## config.mk

```make
export PLATFORM = sky130hd
export DESIGN_NAME = rv_mem_arbiter
export DESIGN_NICKNAME = d
export VERILOG_FILES = /design/src/rtl/rv_pkg.sv /design/src/rtl/rv_mem_arbiter.sv
export SDC_FILE = /design/constraint.sdc
export NUM_CORES = 1
export LEC_CHECK = 0
export BUFFER_PORTS_ARGS = -buffer_cell sky130_fd_sc_hd__buf_2
export CAP_MARGIN = 10
export CELL_PAD_IN_SITES_DETAIL_PLACEMENT = 2
export CELL_PAD_IN_SITES_GLOBAL_PLACEMENT = 2
export CORE_ASPECT_RATIO = 1.25
export CORE_UTILIZATION = 31
export DETAILED_ROUTE_END_ITERATION = 8
export PLACE_DENSITY_LB_ADDON = 0.1
export SLEW_MARGIN = 10
export SYNTH_ARGS = -nofsm -noshare
export SYNTH_HDL_FRONTEND = slang
export SYNTH_SLANG_ARGS = --single-unit
```

## constraint.sdc

```tcl
create_clock -name clk -period 2.5 [get_ports clk]
set_input_delay 0.625 -clock clk [delete_from_list [all_inputs] [get_ports clk]]
set_output_delay 0.625 -clock clk [all_outputs]
set_load 0.02 [all_outputs]
```

## src/rtl/rv_pkg.sv

```systemverilog
// Shared encodings for the unified-memory arbiter: FSM states, access owner
// and the default address/data widths of the RV32I core.
package rv_pkg;

    localparam int ADDR_W_DEF = 32;
    localparam int DATA_W_DEF = 32;

    typedef enum logic [1:0] {
        ST_IDLE  = 2'd0,
        ST_ISSUE = 2'd1,
        ST_WAIT  = 2'd2,
        ST_RESP  = 2'd3
    } arb_state_e;

    typedef enum logic {
        OWN_I = 1'b0,
        OWN_D = 1'b1
    } owner_e;

endpackage

```

## src/rtl/rv_mem_arbiter.sv

```systemverilog
// Single-ported memory arbiter shared by Fetch (instruction reads) and the
// Memory stage (loads/stores). The data side wins ties because it belongs to
// the older instruction. One access is outstanding at a time; a fetch made
// stale by a taken branch is either abandoned before grant or its response
// is dropped (Discard). Stores are never cancelled.
module rv_mem_arbiter
    import rv_pkg::*;
#(
    parameter int ADDR_W = ADDR_W_DEF,
    parameter int DATA_W = DATA_W_DEF
) (
    input  logic                clk,
    input  logic                rst_n,
    input  logic                IReq,
    input  logic [ADDR_W-1:0]   IAddr,
    input  logic                FlushF,
    output logic [DATA_W-1:0]   IRData,
    output logic                IDone,
    input  logic                DReq,
    input  logic                DWe,
    input  logic [ADDR_W-1:0]   DAddr,
    input  logic [DATA_W-1:0]   DWData,
    input  logic [DATA_W/8-1:0] DBE,
    output logic [DATA_W-1:0]   DRData,
    output logic                DDone,
    output logic                IStall,
    output logic                DStall,
    output logic                MemReq,
    output logic                MemWe,
    output logic [ADDR_W-1:0]   MemAddr,
    output logic [DATA_W-1:0]   MemWData,
    output logic [DATA_W/8-1:0] MemBE,
    input  logic                MemGnt,
    input  logic                MemRValid,
    input  logic [DATA_W-1:0]   MemRData,
    output logic                ErrProto
);

    localparam int BE_W = DATA_W / 8;

    arb_state_e        state, state_next;
    owner_e            owner, owner_next;
    logic              discard, discard_next;
    logic              latch_d, latch_i, capture;

    logic              lat_we;
    logic [ADDR_W-1:0] lat_addr;
    logic [DATA_W-1:0] lat_wdata;
    logic [BE_W-1:0]   lat_be;
    logic [DATA_W-1:0] ir_data;
    logic [DATA_W-1:0] dr_data;
    logic              err_proto;

    // Control state: FSM, owner of the current access and stale-fetch marker.
    always_ff @(posedge clk or negedge rst_n) begin
        if (!rst_n) begin
            state   <= ST_IDLE;
            owner   <= OWN_D;
            discard <= 1'b0;
        end else begin
            state   <= state_next;
            owner   <= owner_next;
            discard <= discard_next;
        end
    end

    // Next-state logic: arbitration in IDLE, grant wait, response wait, done pulse.
    always_comb begin
        state_next   = state;
        owner_next   = owner;
        discard_next = discard;
        latch_d      = 1'b0;
        latch_i      = 1'b0;
        capture      = 1'b0;
        case (state)
            ST_IDLE: begin
                if (DReq) begin
                    latch_d    = 1'b1;
                    owner_next = OWN_D;
                    state_next = ST_ISSUE;
                end else if (IReq && !FlushF) begin
                    latch_i    = 1'b1;
                    owner_next = OWN_I;
                    state_next = ST_ISSUE;
                end
            end
            ST_ISSUE: begin
                if (owner == OWN_I && FlushF) begin
                    // Already accepted by memory: let it finish but drop the data.
                    if (MemGnt) begin
                        state_next   = ST_WAIT;
                        discard_next = 1'b1;
                    end else begin
                        state_next   = ST_IDLE;
                    end
                end else if (MemGnt) begin
                    state_next = ST_WAIT;
                end
            end
            ST_WAIT: begin
                if (owner == OWN_I && FlushF) begin
                    discard_next = 1'b1;
                end
                if (MemRValid) begin
                    capture    = 1'b1;
                    state_next = ST_RESP;
                end
            end
            ST_RESP: begin
                // The requester still holds its old request here, so no new sampling.
                discard_next = 1'b0;
                state_next   = ST_IDLE;
            end
            default: state_next = ST_IDLE;
        endcase
    end

    // Request latch and read-data registers; memory sees only latched fields.
    always_ff @(posedge clk or negedge rst_n) begin
        if (!rst_n) begin
            lat_we    <= 1'b0;
            lat_addr  <= '0;
            lat_wdata <= '0;
            lat_be    <= '0;
            ir_data   <= '0;
            dr_data   <= '0;
        end else begin
            if (latch_d) begin
                lat_we    <= DWe;
                lat_addr  <= DAddr;
                lat_wdata <= DWData;
                lat_be    <= DWe ? DBE : '1;
            end else if (latch_i) begin
                lat_we    <= 1'b0;
                lat_addr  <= IAddr;
                lat_wdata <= '0;
                lat_be    <= '1;
            end
            if (capture) begin
                if (owner == OWN_I) begin
                    ir_data <= MemRData;
                end else if (!lat_we) begin
                    dr_data <= MemRData;
                end
            end
        end
    end

    // Sticky protocol error: a response with no access outstanding in WAIT.
    always_ff @(posedge clk or negedge rst_n) begin
        if (!rst_n) begin
            err_proto <= 1'b0;
        end else if (MemRValid && state != ST_WAIT) begin
            err_proto <= 1'b1;
        end
    end

    assign MemReq   = (state == ST_ISSUE);
    assign MemWe    = MemReq & lat_we;
    assign MemAddr  = lat_addr;
    assign MemWData = lat_wdata;
    assign MemBE    = lat_be;

    assign IDone    = (state == ST_RESP) && (owner == OWN_I) && !discard && !FlushF;
    assign DDone    = (state == ST_RESP) && (owner == OWN_D);
    assign IRData   = ir_data;
    assign DRData   = dr_data;
    assign IStall   = IReq & ~IDone;
    assign DStall   = DReq & ~DDone;
    assign ErrProto = err_proto;

endmodule
```

; Word level (Yosys, flattened, before mapping)
; Index checks and enable logic that the tools add are counted.
[word_totals]
mem_bits_rw = 0
register_bits = 138
mem_bits_ro = 0
latch_bits = 0
mem_count = 0
output_inout_bits = 139
[classes]
shifts = 0
n_div = 0
mul = 0
muxes = 29
add_sub_neg = 0
n_lt_le_gt_ge = 0
n_reduce_logical = 18
n_eq_ne = 10
bitwise_logic = 7
[ops]
columns = op, n
row1 = 32-bit two-way mux, 4
row2 = 1-bit two-way mux, 14
row3 = 2-bit two-way mux, 6
row4 = 4-bit two-way mux, 3
row5 = 2-bit case mux with 4 select lines, 1
row6 = 1-bit logical AND, 7
row7 = "2-bit != test, second input constant", 3
row8 = 3-bit AND reduction, 2
row9 = "2-bit == test, second input constant", 2
row10 = "2-bit by 1-bit != test with 1-bit output, second input constant", 2
row11 = 1-bit NOT, 4
row12 = 2-bit AND reduction, 2
row13 = 4-bit AND reduction, 1
row14 = 2-bit nonzero test, 2
row15 = 1-bit bitwise AND, 3
row16 = "3-bit by 1-bit != test with 1-bit output, second input constant", 1
row17 = "3-bit != test, second input constant", 1
row18 = 1-bit case mux with 3 select lines, 1
row19 = 3-bit nonzero test, 1
row20 = "2-bit by 1-bit == test with 1-bit output, second input constant", 1
row21 = 1-bit zero test, 2
row22 = 2-bit zero test, 1

; Logic depth before layout (Yosys ltp)
[logic_depth]
ltp_word = 7
ltp_mapped = 6
ltp_nobuf = 3

; Worst setup path before layout
; OpenSTA, ideal clock, no wires.
[synth_path]
path_type = input-to-output
startpoint = in FlushF
endpoint = out IStall
arrival_ps = 1687
path_buffers = 0
required_time_ps = 1875
stages = 2
slack_ps = 188
path_cell_list = nor4_1 -> nor2b_1
[synth_between]
elab_chain_cells = 4
[synth_rtl]
columns = element, line_no
row1 = "start, declared", rv_mem_arbiter.sv:16  ; input logic FlushF,
row2 = 1-bit zero test, rv_mem_arbiter.sv:164  ; assign IDone = (state == ST_RESP) && (owner == OWN_I) && !discard && !FlushF;
row3 = 1-bit logical AND, rv_mem_arbiter.sv:164
row4 = 1-bit NOT, rv_mem_arbiter.sv:168  ; assign IStall = IReq & ~IDone;
row5 = 1-bit bitwise AND, rv_mem_arbiter.sv:168
row6 = "end, declared", rv_mem_arbiter.sv:26  ; output logic IStall,
; Every way passes these cells.

; Worst setup path after layout
[layout_path]
startpoint = reg state[0]
endpoint = out IStall
[layout_between]
elab_chain_cells = 6
[layout_rtl]
columns = element, line_no
row1 = "start, declared", rv_mem_arbiter.sv:41  ; arb_state_e state, state_next;
row2 = "start signal, assigned", rv_mem_arbiter.sv:61  ; state <= state_next;
row3 = 2-bit == test, rv_mem_arbiter.sv:164
row4 = 1-bit logical AND (3 in a row), rv_mem_arbiter.sv:164
row5 = 1-bit NOT, rv_mem_arbiter.sv:168
row6 = 1-bit bitwise AND, rv_mem_arbiter.sv:168
; Every way passes these cells.

==> key figures <==
Final layout
  – Fill count: approximately 1.8k
  – Share of layout cells above drive strength 1: a little under 70%
  – Fin nets: 783
  – Fin cells: between 800 and 900
  – Register Area: ~0.0035 mm2
  – Area Overhead vs Synth: 40.8%
  – Area of the multi-input gates: between 0.0015 and 0.002 mm2
  – Final core occ: 44.9%

Route
  – Drt drc: 0
  – Detailed router's first-iteration violation count: 92
  – Detailed Route WL: around 17000 um
  – Vias per inst: roughly 4.7
  – ANT nets after route: 0
  – Vias: slightly above 4k
  – Routed WL per cell: around 19 um
  – DR pass1 iterations: 4

Power and ir drop
  – VDD IR-drop max: between 400 and 500 uV
  – P per Cell Area: 1400 mW/mm2
  – Leakage power: just under 4 nW

Run
  – Max_cap viols: 0

STA
  – Slew margin rel.: 65.9%
  – Fin crit period: 2230 ps
  – Final TNS setup: 0 ps
  – Final setup fails: 0
  – Worst Max-Slew Pin Slew: roughly 510 ps
  – Fmax: roughly 450 MHz
  – Hold Vio Cnt, Final: 0
  – Final count of pins violating max slew: 0
  – Clk_skew: 7.29 ps
  – Final clock period utilization by the worst path: 89.4%
  – RSZ-0062 raised after global routing: no

Yosys
  – Area leader, netlist: dfrtp_1
  – Synth Area in Compound Gates: 6.93%
  – Cell Area, Synth: 0.00558 mm2
  – Post-synthesis mux area share: approximately a quarter
  – Post-Syn Instances: between 300 and 400
  – Post-Synth XOR/XNOR Area: 0%
  – Sequential-to-total area share from yosys stat: 62.0%
  – Syn_area_per_cell: 15.6 um2
  – Simple-gate share of the synthesized area: 2.36%
  – Netlist cell types: 32
  – Synth Flop Type: dfrtp_1
  – Post-synthesis adder-cell area fraction: 0%
  – Most frequent cell after synthesis: dfrtp_1
  – Most frequent cells after synthesis: dfrtp_1, mux2_2, a22o_1
  – Yosys top cell area share: ~61%
  – Number of synthesized flops with an enable pin: 0
  – Largest family of logic cells by synthesized area: multiplexers
  – Net Count, Synth: 497
  – Async SR Flop Fraction: between 90% and 100%
  – Seq cells post-synth: about 140
  – Top cells by area, synth: dfrtp_1, mux2_2, a22o_1
  – Syn. warnings: 0

Floorplan
  – Initial core utilization: a little under a third
  – Die ar.: between 0.015 and 0.02 mm2
  – Row count: 54
  – Die Wd: 122 um
  – Core area: around 0.017 mm2
  – I/O pins: ~280
  – Die Y: 152 um

Clocking
  – CTS tree: done
  – Root Driver: clkbuf_16
  – Max H-tree Level: 4
  – Inserted Clock Buffers: 17
  – Clock sink count: 138
  – Worst-Skew Late Latency: approximately 420 ps
  – Worst-path clk slew: 60 ps
  – Maximum clock path buffer count: 2
  – Setup Fix Bufs, Post-CTS: 0

GRT
  – GRT overflow: 0
  – Largest net degree at the start of global routing: 51
  – First-pass GRT wire length: approximately 27000 um
  – Number of global-route vias before repair: between 4k and 5k
  – Global Route Usage Sum: between 10% and 20%
  – Antenna violations before repair: 2

Setup path
  – CP Launch Type: flip-flop
  – CP endpoint kind: output pin
  – Crit path from: state[0]
  – Critical path arrival: roughly 1600 ps
  – Worst Path Required: about 1900 ps
  – Worst setup path class: flip-flop to output pin
  – Crit path max fanout: 9

Run status
  – Status: completed

Place
  – Buffers added on ports: approximately 280
  – Placed insts: roughly 850
  – Final GP Congestion: 0.696
  – Final HPWL DP: roughly 13000 um

Worst hold path
  – Type of the most critical hold path: input pin to async pin
-- area by class of cell --
class                           instances  share of cell area, %
Clock buffer                           20                   5.82
Timing Repair Buffer                  289                   19.6
Tap cell                              224                   3.57
Multi-Input combinational cell        194                   25.2
Inverter                                3                  0.143
Antenna cell                            2                 0.0637
Sequential cell                       138                   44.0
Clock inverter                         11                   1.55
-- critical path, cell delays in order, from the launching register on --
cell and delay, ps:
dfrtp_1 530, nand2_1 130, nor4_2 270, nor2b_1 90, buf_2 170
-- cells in the final DEF, fill, tap and decap left out, drive strengths merged --
| master | count |
|---|---|
| o21ai | 2 |
| o21bai | 1 |
| nor4 | 1 |
| bufinv | 2 |
| clkinvlp | 2 |
| nand2b | 2 |
| o2bb2ai | 1 |
| nor3b | 1 |
| buf | 289 |
| dfstp | 1 |
| clkbuf | 20 |
| nor2b | 3 |
| a22o | 32 |
| o31ai | 1 |
| and2 | 1 |
| inv | 4 |
| a21oi | 2 |
| o22a | 4 |
| diode | 2 |
| o21a | 1 |
| a21o | 1 |
| nor2 | 4 |
| o22ai | 1 |
| dfrtp | 137 |
| mux2 | 128 |
| clkinv | 6 |
| nor3 | 1 |
| a31oi | 1 |
| nand3b | 1 |
| or2 | 1 |
| nand2 | 4 |
-- sequential cells by signal, indices dropped and copies added (netlist names), named ones only --
name / cells
DRData: 32
IRData: 32
MemAddr: 32
MemWData: 32
MemBE: 4
ErrProto: 1
discard: 1
lat_we: 1
owner: 1
state: 1
-- per-layer routing --
metal | up-vias | wire (um) | GRT usage, %
li1 | 1870 | - | -
met1 | 2067 | 6000 | 20.5
met2 | 163 | 9200 | 34.5
met3 | 28 | 1200 | 6.01
met4 | 0 | 424 | 8.70
met5 | - | 0 | 0
-- cells by family after synthesis --
family,after synthesis
buffers and inverters,25
multiplexers,128
AO/OA/AOI/OAI,47
flip-flops,138
AND/OR/NAND/NOR,19
-- timing repair --
action	4_1_cts	5_1_grt
gates resized for setup	0	1
setup endpoints to repair	0	2
hold buffers	0	0
-- metrics by stage --
step / power, mW / setup slack [ps] / hold slack (ps) / instance area (um2)
floorplan: 6.77 / 188 / 329 / 5580
global placement: 8.40 / 309 / 441 / 7260
detailed placement: 8.61 / 305 / 446 / 7260
CTS: 11.2 / 47.6 / 154 / 7840
global route: 11.6 / 120 / 175 / 7850
finish: 11.0 / 266 / 157 / 7850
-- report_power, final --
part / internal [mW] / switching, mW / total, mW / leakage [nW]
Combinational: 1.91 / 2.67 / 4.58 / 1.94
Sequential: 3.32 / 0.593 / 3.92 / 1.67
Clock: 1.51 / 0.970 / 2.48 / 0.282
-- worst paths after layout --
kind | to | slack [ps] | cells past startpoint
worst max-delay path | IStall | 270 | 4
worst min-delay path | IRData[17] | 160 | 1
worst max register to register | MemAddr[10] | 700 | 5
worst min register to register | ErrProto | 460 | 1
max in group asynchronous | MemAddr[22] | 1660 | 2
min in group clk | MemWData[8] | 420 | 2
Note: power is estimated with default switching activity, not from simulation.
